[config.mk]
export PLATFORM = sky130hd
export DESIGN_NAME = bola_fisica
export DESIGN_NICKNAME = d
export VERILOG_FILES = /design/src/rtl/bola_fisica.sv
export SDC_FILE = /design/constraint.sdc
export NUM_CORES = 1
export LEC_CHECK = 0
export CORE_UTILIZATION = 50
export CTS_BUF_LIST = sky130_fd_sc_hd__clkbuf_2 sky130_fd_sc_hd__clkbuf_4 sky130_fd_sc_hd__clkbuf_8
export CTS_CLUSTER_SIZE = 20
export DETAILED_ROUTE_END_ITERATION = 16
export GPL_ROUTABILITY_DRIVEN = 0
export GPL_TIMING_DRIVEN = 0
export MAX_ROUTING_LAYER = met4
export PLACE_DENSITY = 0.75
export SLEW_MARGIN = 20
export SYNTH_ARGS = -nofsm -noshare
export SYNTH_HDL_FRONTEND = slang
export SYNTH_SLANG_ARGS = --single-unit
[constraint.sdc]
create_clock -name clk -period 6.9 [get_ports clk]
set_input_delay 2.07 -clock clk [delete_from_list [all_inputs] [get_ports clk]]
set_output_delay 2.07 -clock clk [all_outputs]
set_load 0.01 [all_outputs]
[src/rtl/bola_fisica.sv]
// bola_fisica: ball engine for the rat_race court (movement, bounces, goals, score, serve sequencing).
// Optional BOLA_ACELERA_EN: every 4th paddle hit raises the base ball speed up to 3.
module bola_fisica #(
  parameter int TELA_W     = 640,
  parameter int TELA_H     = 480,
  parameter int BOLA_TAM   = 10,
  parameter int BARRA_LARG = 20,
  parameter int BARRA_ALT  = 60,
  parameter int TICK_DIV   = 250000,
  parameter int SAQUE_DLY  = 100,
  parameter int MAX_PONTOS = 9
) (
  input  logic       clk,
  input  logic       reset,
  input  logic [9:0] x_barra_esq,
  input  logic [9:0] y_barra_esq,
  input  logic [9:0] x_barra_dir,
  input  logic [9:0] y_barra_dir,
  input  logic       porradao_esq,
  input  logic       porradao_dir,
  input  logic       saque,
  output logic [9:0] x_bola,
  output logic [9:0] y_bola,
  output logic       ponto_esq,
  output logic       ponto_dir,
  output logic [3:0] placar_esq,
  output logic [3:0] placar_dir,
  output logic [1:0] estado
);
  typedef enum logic [1:0] {ESPERA, SAQUE, JOGANDO, FIM} estado_t;
  localparam int CW = $clog2(TICK_DIV);
  localparam int SW = (SAQUE_DLY < 2) ? 1 : $clog2(SAQUE_DLY + 1);
  localparam logic [9:0] XC = 10'((TELA_W - BOLA_TAM) / 2);
  localparam logic [9:0] YC = 10'((TELA_H - BOLA_TAM) / 2);
  localparam logic [11:0] W  = 12'(TELA_W);
  localparam logic [11:0] H  = 12'(TELA_H);
  localparam logic [11:0] BT = 12'(BOLA_TAM);
  localparam logic [11:0] BL = 12'(BARRA_LARG);
  localparam logic [11:0] BA = 12'(BARRA_ALT);
  localparam logic signed [12:0] XMAX = 13'(TELA_W - BOLA_TAM);
  estado_t est_q, est_d;
  logic [CW-1:0] cnt_q, cnt_d;
  logic [SW-1:0] sdly_q, sdly_d;
  logic [9:0] x_q, x_d, y_q, y_d;
  logic vx_neg_q, vx_neg_d, vy_neg_q, vy_neg_d;
  logic [2:0] vx_mag_q, vx_mag_d, hit_mag;
  logic pe_q, pe_d, pd_q, pd_d;
  logic [3:0] se_q, se_d, sd_q, sd_d;
  logic [11:0] xb, yb, xe, ye, xd, yd, mag12;
  logic tick, hit_l, hit_r, gol_e, gol_d, smash;
  logic signed [12:0] nx;
  assign tick  = cnt_q == CW'(TICK_DIV - 1);
  assign xb    = {2'b0, x_q};
  assign yb    = {2'b0, y_q};
  assign xe    = {2'b0, x_barra_esq};
  assign ye    = {2'b0, y_barra_esq};
  assign xd    = {2'b0, x_barra_dir};
  assign yd    = {2'b0, y_barra_dir};
  assign mag12 = {9'b0, vx_mag_q};
  assign hit_l = vx_neg_q && xb <= xe + BL && xb + BT >= xe && yb + BT > ye && yb < ye + BA;
  assign hit_r = !vx_neg_q && xb + BT >= xd && xb <= xd + BL && yb + BT > yd && yb < yd + BA;
  assign gol_d = vx_neg_q && !hit_l && xb < mag12;
  assign gol_e = !vx_neg_q && !hit_r && xb + BT + mag12 > W;
  assign smash = hit_l ? porradao_esq : porradao_dir;
`ifdef BOLA_ACELERA_EN
  logic [1:0] base_q, base_d, hits_q, hits_d, base_n;
  // hits_q==3 means the hit being processed is the 4th one
  assign base_n  = (hits_q == 2'd3 && base_q != 2'd3) ? base_q + 2'd1 : base_q;
  assign hit_mag = {1'b0, base_n} + {2'b0, smash};
`else
  assign hit_mag = smash ? 3'd2 : 3'd1;
`endif
  always_comb begin
    est_d    = est_q;
    cnt_d    = tick ? '0 : cnt_q + 1'b1;
    sdly_d   = sdly_q;
    x_d      = x_q;
    y_d      = y_q;
    vx_neg_d = vx_neg_q;
    vx_mag_d = vx_mag_q;
    vy_neg_d = vy_neg_q;
    pe_d     = 1'b0;
    pd_d     = 1'b0;
    se_d     = se_q;
    sd_d     = sd_q;
    nx       = '0;
`ifdef BOLA_ACELERA_EN
    base_d   = base_q;
    hits_d   = hits_q;
`endif
    case (est_q)
      ESPERA: begin
        x_d = XC;
        y_d = YC;
        if (saque) begin
          est_d  = SAQUE;
          cnt_d  = '0;
          sdly_d = '0;
        end
      end
      SAQUE: if (tick) begin
        sdly_d = sdly_q + 1'b1;
        if (sdly_q == SW'(SAQUE_DLY - 1)) begin
          est_d = JOGANDO;
          cnt_d = '0;
        end
      end
      JOGANDO: if (tick) begin
        if (hit_l || hit_r) begin
          vx_neg_d = hit_r;
          vx_mag_d = hit_mag;
`ifdef BOLA_ACELERA_EN
          base_d   = base_n;
          hits_d   = hits_q + 2'd1;
`endif
        end
        if (gol_e || gol_d) begin
          pe_d     = gol_e;
          pd_d     = gol_d;
          se_d     = se_q + {3'b0, gol_e};
          sd_d     = sd_q + {3'b0, gol_d};
          vx_neg_d = gol_d;
          vx_mag_d = 3'd1;
          x_d      = XC;
          y_d      = YC;
          est_d    = (se_d == 4'(MAX_PONTOS) || sd_d == 4'(MAX_PONTOS)) ? FIM : ESPERA;
`ifdef BOLA_ACELERA_EN
          base_d   = 2'd1;
          hits_d   = 2'd0;
`endif
        end else begin
          vy_neg_d = vy_neg_q ? yb > 12'd1 : yb + BT + 12'd1 >= H;
          y_d      = vy_neg_d ? y_q - 10'd1 : y_q + 10'd1;
          nx       = $signed({3'b0, x_q}) + (vx_neg_d ? -$signed({10'b0, vx_mag_d}) : $signed({10'b0, vx_mag_d}));
          x_d      = nx[12] ? '0 : (nx > XMAX) ? 10'(XMAX) : nx[9:0];
        end
      end
      default: begin
        x_d = XC;
        y_d = YC;
      end
    endcase
  end
  always_ff @(posedge clk) begin
    if (reset) begin
      est_q    <= ESPERA;
      cnt_q    <= '0;
      sdly_q   <= '0;
      x_q      <= XC;
      y_q      <= YC;
      vx_neg_q <= 1'b0;
      vx_mag_q <= 3'd1;
      vy_neg_q <= 1'b0;
      pe_q     <= 1'b0;
      pd_q     <= 1'b0;
      se_q     <= '0;
      sd_q     <= '0;
`ifdef BOLA_ACELERA_EN
      base_q   <= 2'd1;
      hits_q   <= 2'd0;
`endif
    end else begin
      est_q    <= est_d;
      cnt_q    <= cnt_d;
      sdly_q   <= sdly_d;
      x_q      <= x_d;
      y_q      <= y_d;
      vx_neg_q <= vx_neg_d;
      vx_mag_q <= vx_mag_d;
      vy_neg_q <= vy_neg_d;
      pe_q     <= pe_d;
      pd_q     <= pd_d;
      se_q     <= se_d;
      sd_q     <= sd_d;
`ifdef BOLA_ACELERA_EN
      base_q   <= base_d;
      hits_q   <= hits_d;
`endif
    end
  end
  assign x_bola     = x_q;
  assign y_bola     = y_q;
  assign ponto_esq  = pe_q;
  assign ponto_dir  = pd_q;
  assign placar_esq = se_q;
  assign placar_dir = sd_q;
  assign estado     = est_q;
endmodule

Word level (Yosys, flattened, before mapping)
Cells that the tools add are included.
W data, S select, Z words.

operators by class
  add/sub/neg operators = 16
  order comparisons = 13
  eq/ne operators = 11
  multiplexer cells = 36
  bitwise gates (word level) = 4
  reduce and logical (&&, ||, !) cells = 28

operators by type and width
  kind                     count
  $mux W18                 4
  $mux W10                 7
  $pmux W10 S2             2
  $pmux W18 S2             1
  $ge A12 B10 Y1           2
  $gt A12 B10 Y1           2
  $add A10 B4 Y11 const B  2
  $add A10 B5 Y11 const B  2
  $add A10 B6 Y11 const B  2
  $le A10 B11 Y1           2
  $lt A10 B11 Y1           2
  $add A18 B1 Y18 const B  1
  $eq A18 B18 Y1 const B   1
  $mux W2                  7
  $mux W7                  2
  $pmux W7 S2              1
  $add A11 B13 Y13         1
  $gt A13 B11 Y1 const B   1
  $mux W13                 1
  $neg A3 Y13              1
  $add A11 B1 Y12 const B  1
  $add A11 B3 Y12          1
  $ge A12 B9 Y1 const B    1
  $gt A12 B10 Y1 const B   1
  25 further kinds         60

storage, ports and cells
  register bits after elaboration = 62
  input bits = 45
  logic and storage cells = 120

Logic depth before layout (Yosys ltp)
Gate-level depths: netlist of run 1.

  depth in word-level cells = 20
  gate-level depth with buffers = 30

Worst setup path after synthesis of run 1
No wires, ideal clock.

  path kind = in2reg
  from = input y_barra_dir[2]
  to = register x_q[4], in the netlist x_bola[4]
  setup time = 123 ps
  arrival time = 7,048 ps
  required time = 6,777 ps
  path slack = -271 ps
  stages = 29
  path buffers = 1
  cell sequence = inv_1 > ha_1 > or3b_1 > nand3_1 > xnor2_1 > ha_1 > nand3_1 > nand2_1 > a221o_1 > a21oi_1 > and4_4 > buf_4 > nand2b_1 > nor3_1 > ha_1 > o21ai_0 > o21ai_0 > ha_1 > a21oi_1 > o21bai_1 > a31oi_1 > inv_1 > a222oi_1 > o22ai_1 > a221oi_2 > nor2_1 > o21a_1 > a211o_1 > o32a_2

on the way
  word-level cells in the longest chain between the ends = 16
  elaborated cells on any way between the ends = 25
  those cells by class = 3 x add/sub; 3 x order compare; 12 x mux; 7 x reduce/logical

ends and longest elaborated chain
  element                                                RTL line  text
  from (decl)                                            18        input logic [9:0] y_barra_dir,
  $add A10 B6 Y11 or $gt A12 B10 Y1 (tied branches)      61        assign hit_r = !vx_neg_q && xb + BT >= xd && xb <= xd + BL && yb + BT > yd && yb < yd + BA;
  $lt A10 B11 Y1 or $logic_and A1 B1 Y1 (tied branches)  61
  $logic_and A1 B1 Y1 *                                  61
  $logic_or A1 B1 Y1                                     109       if (hit_l || hit_r) begin
  $mux W3                                                109
  $mux W3                                                108       JOGANDO: if (tick) begin
  $mux W3                                                91        case (est_q)
  $neg A3 Y13                                            134       nx = $signed({3'b0, x_q}) + (vx_neg_d ? -$signed({10'b0, vx_mag_d}) : $signed({10'b0, vx_mag_d}));
  $mux W13                                               134
  $add A11 B13 Y13                                       134
  $gt A13 B11 Y1                                         135       x_d = nx[12] ? '0 : (nx > XMAX) ? 10'(XMAX) : nx[9:0];
  $mux W10 (2 in a row)                                  135
  $mux W10 *                                             117       if (gol_e || gol_d) begin
  $mux W10 *                                             108
  $pmux W10 S2 *                                         91
  to (signal assigned)                                   149       x_q <= XC;
  to (signal assigned)                                   166       x_q <= x_d;
  to (decl)                                              44        logic [9:0] x_q, x_d, y_q, y_d;

Mark *: on every way between the ends. The rest lies on a longest branch, timed or not. The select of a mux whose other input is x is not followed.
A chain may end at the register's enable or synchronous reset.

Worst setup path in the final report of run 1
  from = input y_barra_dir[7]
  to = register x_q[5], in the netlist x_bola[5]

Same word-level chain as after synthesis.

==> flow_summary.ini, run 1 <==
[worst_setup_path]
cp_num_buf_inv = 4
crit_type = input pin to flop
crit_slowest_cell = ha_1
crit_path_end_kind = flop
cp_data_required_time_ns = 7.13
rrSetupSlack_ns = 0.22
rr_endpoint = x_bola[5]
r2r_start = x_bola[3]
crit_top_cell = ha_1
critPathArrivalTime_ns = 7.66
crit_family = compound AO/OA/AOI/OAI gates
crit_path_max_fanout = 5
worst-r2r-cell-count = 27
crit_path_max_incr_delay_ns = 0.38
critPathLaunchType = input pin

[floorplanning]
coreArea_mm2 = 0.0138
die_w_um = 121
die_area_mm2 = 0.0146
rows = 43
pin_count = 77
initial_utilization = 0.511
die_height_um = 121

[power_and_ir_drop]
p_leak_uw = 0.00388
power.density_mw_per_mm2 = 117
peakVddDrop_v = 0.000153

[global_route]
grt_start_max_net_pins = 11
antenna_found_initial = 0
grt_first_pass_wirelength_mm = 32.0
met3_usage = 0.0310
use_met2 = 0.451
grt_use_met1 = 0.357
grt_pass1_vias = 6808
grt_usage = 0.280
gr-total-overflow = 0
busiest_layer = met2

[timing]
slew_headroom = 0.349
finalMaxSlewViolations = 0
fin_crit_ns = 7.43
finalSetupTns_ns = -4.35
layout_setup_ws_ns = -0.531
clock_skew_ns = 0.00727
setup_viol = 10
tightest_slew_ns = 0.968
fmax_ghz = 0.135
hold_viol = 0
whs_ns = 0.444
period_share = 1.08
rsz0062_at_grt = true

[finish]
drive_above_1_share = 0.178
antenna-diode-count = 0
fillers = 1159
fin_cells = 1207
utilization = 0.650
area_delta_synth_final_pct = 27.1
final-seq-area_mm2 = 0.00124
multi_input_area_mm2 = 0.00572
nets = 1181

[clock_network]
root_buffer = clkbuf_8
numCtsBuffers = 9
htreeDepth = 3
cts_hold_buf = 0
clock-sinks = 62
clkLatencyLatePin_ns = 0.35
cts_buffer_depth = 2
cts_tree = built
clkSlewWorstSetupHoldPaths_ns = 0.07

[synth]
ys_seq_elements = 62
syn_inst = 886
yosysSeqAreaShare = 0.176
avgSynthCellArea_um2 = 7.98
yosysMostFrequentCell = ha_1
synth_area_mm2 = 0.00707
synth_nets = 1044
synthTopCellsByArea = ha_1 20%, dfxtp_1 18%, xnor2_1 6.7%
yosys_warnings = 0
synth_common_cells = 111 x ha_1, 90 x nor2_1, 73 x inv_1, 64 x nand2_1, 62 x dfxtp_1
synthArstFlopShare = 0
ys.flop_type = dfxtp_1
yosys.area.top_type = ha_1
synth-edff-count = 0
ys_types = 94
synth_top_area_share = 0.196

[hold_path]
min-delay-start = cnt_q[0]
min_path_type = flop to flop
hold_path_end = cnt_q[0]
min_path_cells = 1

[placed_design]
dp_slack_ns = -1.53
place_inst = 1142
hpwl_mm = 14.5
io_buffers = 76

[detailed_routing]
ant_nets = 0
viasPerCell = 5.94
wl_mm = 20.1
firstDrtPassIters = 5
wire_per_inst_um = 16.7
drcViolationCount = 0
via_count = 7174
drt-initial-drc-count = 486

[outcome]
violations = setup timing
outcome = finished, violations left

[flow_run]
maxCapViolations = 0
-- sequential cells by signal, indices dropped and copies added, names as in the netlist --
name,cells
ponto_dir,1
sdly_q,7
y_bola,10
ponto_esq,1
placar_dir,4
x_bola,10
placar_esq,4
cnt_q,18
vx_mag_q,3
estado,2
vx_neg_q,1
vy_neg_q,1
-- layer usage --
metal	wire length [µm]	vias to the layer above
met5	0	-
met2	9480	261
met1	8840	3343
li1	-	3511
met3	1150	59
met4	636	0
-- what timing repair did --
item,in CTS,in global routing
buffers inserted,35,16
hold endpoints to repair,0,0
pin swaps,46,16
resized for setup,95,39
endpoints found under the setup margin,10,10
-- worst reg2reg max path: cells and delay by family (launching register included) --
family	cells	cell delay (ns)
xor+xnor	1	0.50
simple gates	6	0.63
buf+inv	2	0.26
fa+ha+maj	3	1.03
compound gates	15	3.66
flops	1	0.50
-- layout by cell type, fill, tap and decap left out, types with 5 or more instances in the layout --
cell type,instances
ha_1,106
nor2_1,88
inv_1,64
nand2_1,63
dfxtp_1,62
xnor2_1,52
buf_4,51
clkdlybuf4s50_1,48
a21oi_1,42
nand3_1,29
o21ai_0,26
xor2_1,23
nor3_1,22
nand4_1,21
clkbuf_8,16
a211oi_1,10
nor4_1,10
a21o_1,10
clkbuf_1,10
mux2i_1,10
dlygate4sd2_1,10
nand2b_1,9
o31ai_1,9
nor2b_1,8
and3_1,8
o21a_1,7
inv_2,7
o21ai_1,6
a21oi_2,6
a211o_1,5
buf_2,5
and2_1,5
nor3b_1,5
clkbuf_2,5
-- metrics by stage --
stage          total power [µW]  cell area (µm²)
2_1_floorplan               579             7160
3_3_place_gp                672             8140
3_5_place_dp                676             8140
4_1_cts                    1040             8760
5_1_grt                    1100             8980
6_report                   1050             8980
-- layout make-up --
cell class | count | share of cell area
Buffer | 22 | 0.0198
Clock buffer | 10 | 0.0146
Clock inverter | 5 | 0.00836
Inverter | 74 | 0.0334
Multi-Input combinational cell | 727 | 0.637
Sequential cell | 62 | 0.138
Tap cell | 180 | 0.0251
Timing Repair Buffer | 127 | 0.124
-- report_power, final --
part           internal (µW)  total [µW]  switching, µW
Combinational            140         329            189
Clock                    204         348            144
Sequential               365         372           7.10
Total                    709        1050            340
-- worst max-delay path by stage --
stage	cells after the start	to	from	slack [ns]
2_1_floorplan	29	x_bola[5]	y_barra_dir[3]	-0.1
3_3_place_gp	30	x_bola[4]	y_barra_dir[3]	-1.52
3_5_place_dp	30	x_bola[5]	y_barra_dir[3]	-1.53
4_1_cts	31	x_bola[3]	y_barra_dir[2]	-0.28
5_1_grt	29	x_bola[1]	y_barra_esq[4]	-0.68
6_report	29	x_bola[5]	y_barra_dir[7]	-0.53
-- cell families (layout without fill, tap and decap cells) --
group / Yosys count / in the layout / share of synthesized area
DFF: 62 / 62 / 0.176
muxes: 12 / 12 / 0.0189
buffers and inverters: 97 / 238 / 0.0646
adders and majority gates: 114 / 114 / 0.204
xor gates and xnor gates: 79 / 79 / 0.0998
and+or+nand+nor: 319 / 319 / 0.229
AOI/OAI and AO/OA: 203 / 203 / 0.208
Power figures use the tool's default switching activity.
==> run 2: changes to the inputs <==
- CORE_MARGIN: default -> 2
- GPL_TIMING_DRIVEN: 0 -> default
==> run 2 against run 1 <==
Effect of this change:
- the flow still finishes with violations (setup timing)
- sequential share of layout area down 0.85 points
- wire length up 5.0%
- fmax up 4.2%
- setup slack better by 0.30 ns
- hold slack worse by 0.0040 ns
- critical path type unchanged
- clock-buffer cell count up 3
- register-to-register slack better by 0.39 ns
==> flow_summary.ini, run 2 (synthesis gave the netlist of run 1 again) <==
[outcome]
outcome = finished, violations left
violations = setup timing

[finish]
nets = 1249
antenna-diode-count = 0
area_delta_synth_final_pct = 35.4
fin_cells = 1276
drive_above_1_share = 0.238
top_register = cnt_q
stdcell_area_mm2 = 0.00957
utilization = 0.692
most-common-layout-cells = 139 x buf_4, 104 x ha_1, 88 x nor2_1
largest_reg_flops = 18
final_common_cell = buf_4

[floorplanning]
rows = 43
die_area_mm2 = 0.0151
coreArea_mm2 = 0.0138
initial_utilization = 0.511
die_height_um = 123
pin_count = 77
die_w_um = 123

[timing]
slew_headroom = 0.464
clock_skew_ns = 0.00832
whs_ns = 0.440
finalMaxSlewViolations = 0
period_share = 1.03
setup_viol = 9
layout_setup_ws_ns = -0.233
tightest_slew_ns = 0.804
fmax_ghz = 0.140
fin_crit_ns = 7.13
hold_viol = 0
rsz0062_at_grt = true

[power_and_ir_drop]
power.density_mw_per_mm2 = 115
p_leak_uw = 0.00425
fin_total_pwr_uw = 1100
peakVddDrop_v = 0.000160

[placed_design]
post_dp_cell_area_mm2 = 0.00880
io_buffers = 76
place_inst = 1230
hpwl_mm = 15.5

[global_route]
grt_first_pass_wirelength_mm = 33.2
grt_pass1_vias = 7098
grt_start_max_net_pins = 41
antenna_found_initial = 0
use_met2 = 0.459
grt_use_met1 = 0.357
gr-total-overflow = 0
met3_usage = 0.0383
busiest_layer = met2
grt_usage = 0.282

[detailed_routing]
wl_mm = 21.1
firstDrtPassIters = 5
wire_per_inst_um = 16.5
drt-initial-drc-count = 659
via_count = 7476
drcViolationCount = 0
ant_nets = 0
viasPerCell = 5.86

[worst_setup_path]
crit_family = compound AO/OA/AOI/OAI gates
crit_path_end_kind = flop
cp_data_required_time_ns = 7.13
crit_slowest_cell = a311o_2
critPathArrivalTime_ns = 7.37
crit_type = input pin to flop
cp_num_buf_inv = 3
crit_path_max_fanout = 5
crit_path_max_incr_delay_ns = 0.44
critPathLaunchType = input pin
crit_top_cell = ha_1

[clock_network]
cts_tree = built
clkLatencyLatePin_ns = 0.34
root_buffer = clkbuf_8
numCtsBuffers = 9
htreeDepth = 3
clkSlewWorstSetupHoldPaths_ns = 0.07
cts_hold_buf = 0
cts_buffer_depth = 2
clock-sinks = 62

[flow_run]
maxCapViolations = 0

[hold_path]
min_path_type = flop to flop
==> run 2: changes by cell type in the layout (fill, tap and decap cells not counted), sizes merged <==
cell	previous run	this run
buf	60	146
clkbuf	33	16
clkdlybuf4s50	48	50
clkinv	5	3
dlygate4sd2	10	11
dlymetal6s2s	3	2
==> run 2: path summary, 6_finish.rpt <==
kind,depth (start not counted),slack (ns),to,start
worst max register to register,28,0.61,x_bola[4],x_bola[1]
worst min register to register,1,0.44,cnt_q[0],cnt_q[0]
worst min-delay path,1,0.44,cnt_q[0],cnt_q[0]
worst max-delay path,28,-0.23,x_bola[4],x_barra_esq[6]
==> run 2: final cells by class <==
cell class	count	area, µm²
inverter	74	300
clock buffer	13	173
fill	1091	4260
multi-input combinational	727	5760
sequential	62	1240
clock inverter	3	65.1
timing repair buffer	217	1810
tap	180	225
==> run 2: where the power goes <==
group | internal [µW] | leakage, µW | switching [µW]
combinational | 157 | 0.00363 | 193
sequential | 365 | 0.000500 | 7.10
clock | 237 | 0.000123 | 140
==> run 2: metrics by stage <==
step	setup slack, ns	TNS [ns]
2_1_floorplan	-0.0989	-0.427
3_3_place_gp	-0.749	-7.03
3_5_place_dp	-0.851	-7.96
4_1_cts	-0.0892	-0.269
5_1_grt	-0.510	-4.45
6_report	-0.233	-1.77
==> run 2: timing repair <==
action / 4_1_cts / 5_1_grt
resized for setup: 87 / 40
cloned: 0 / 0
pin swaps: 53 / 48
setup endpoints to repair: 10 / 10
buffers inserted: 21 / 10
==> run 2: routing by layer <==
layer  up-vias  share of wire
li1       3650              -
met1      3476           0.44
met2       287           0.47
met3        63          0.068
met4         0          0.025
met5         -              0
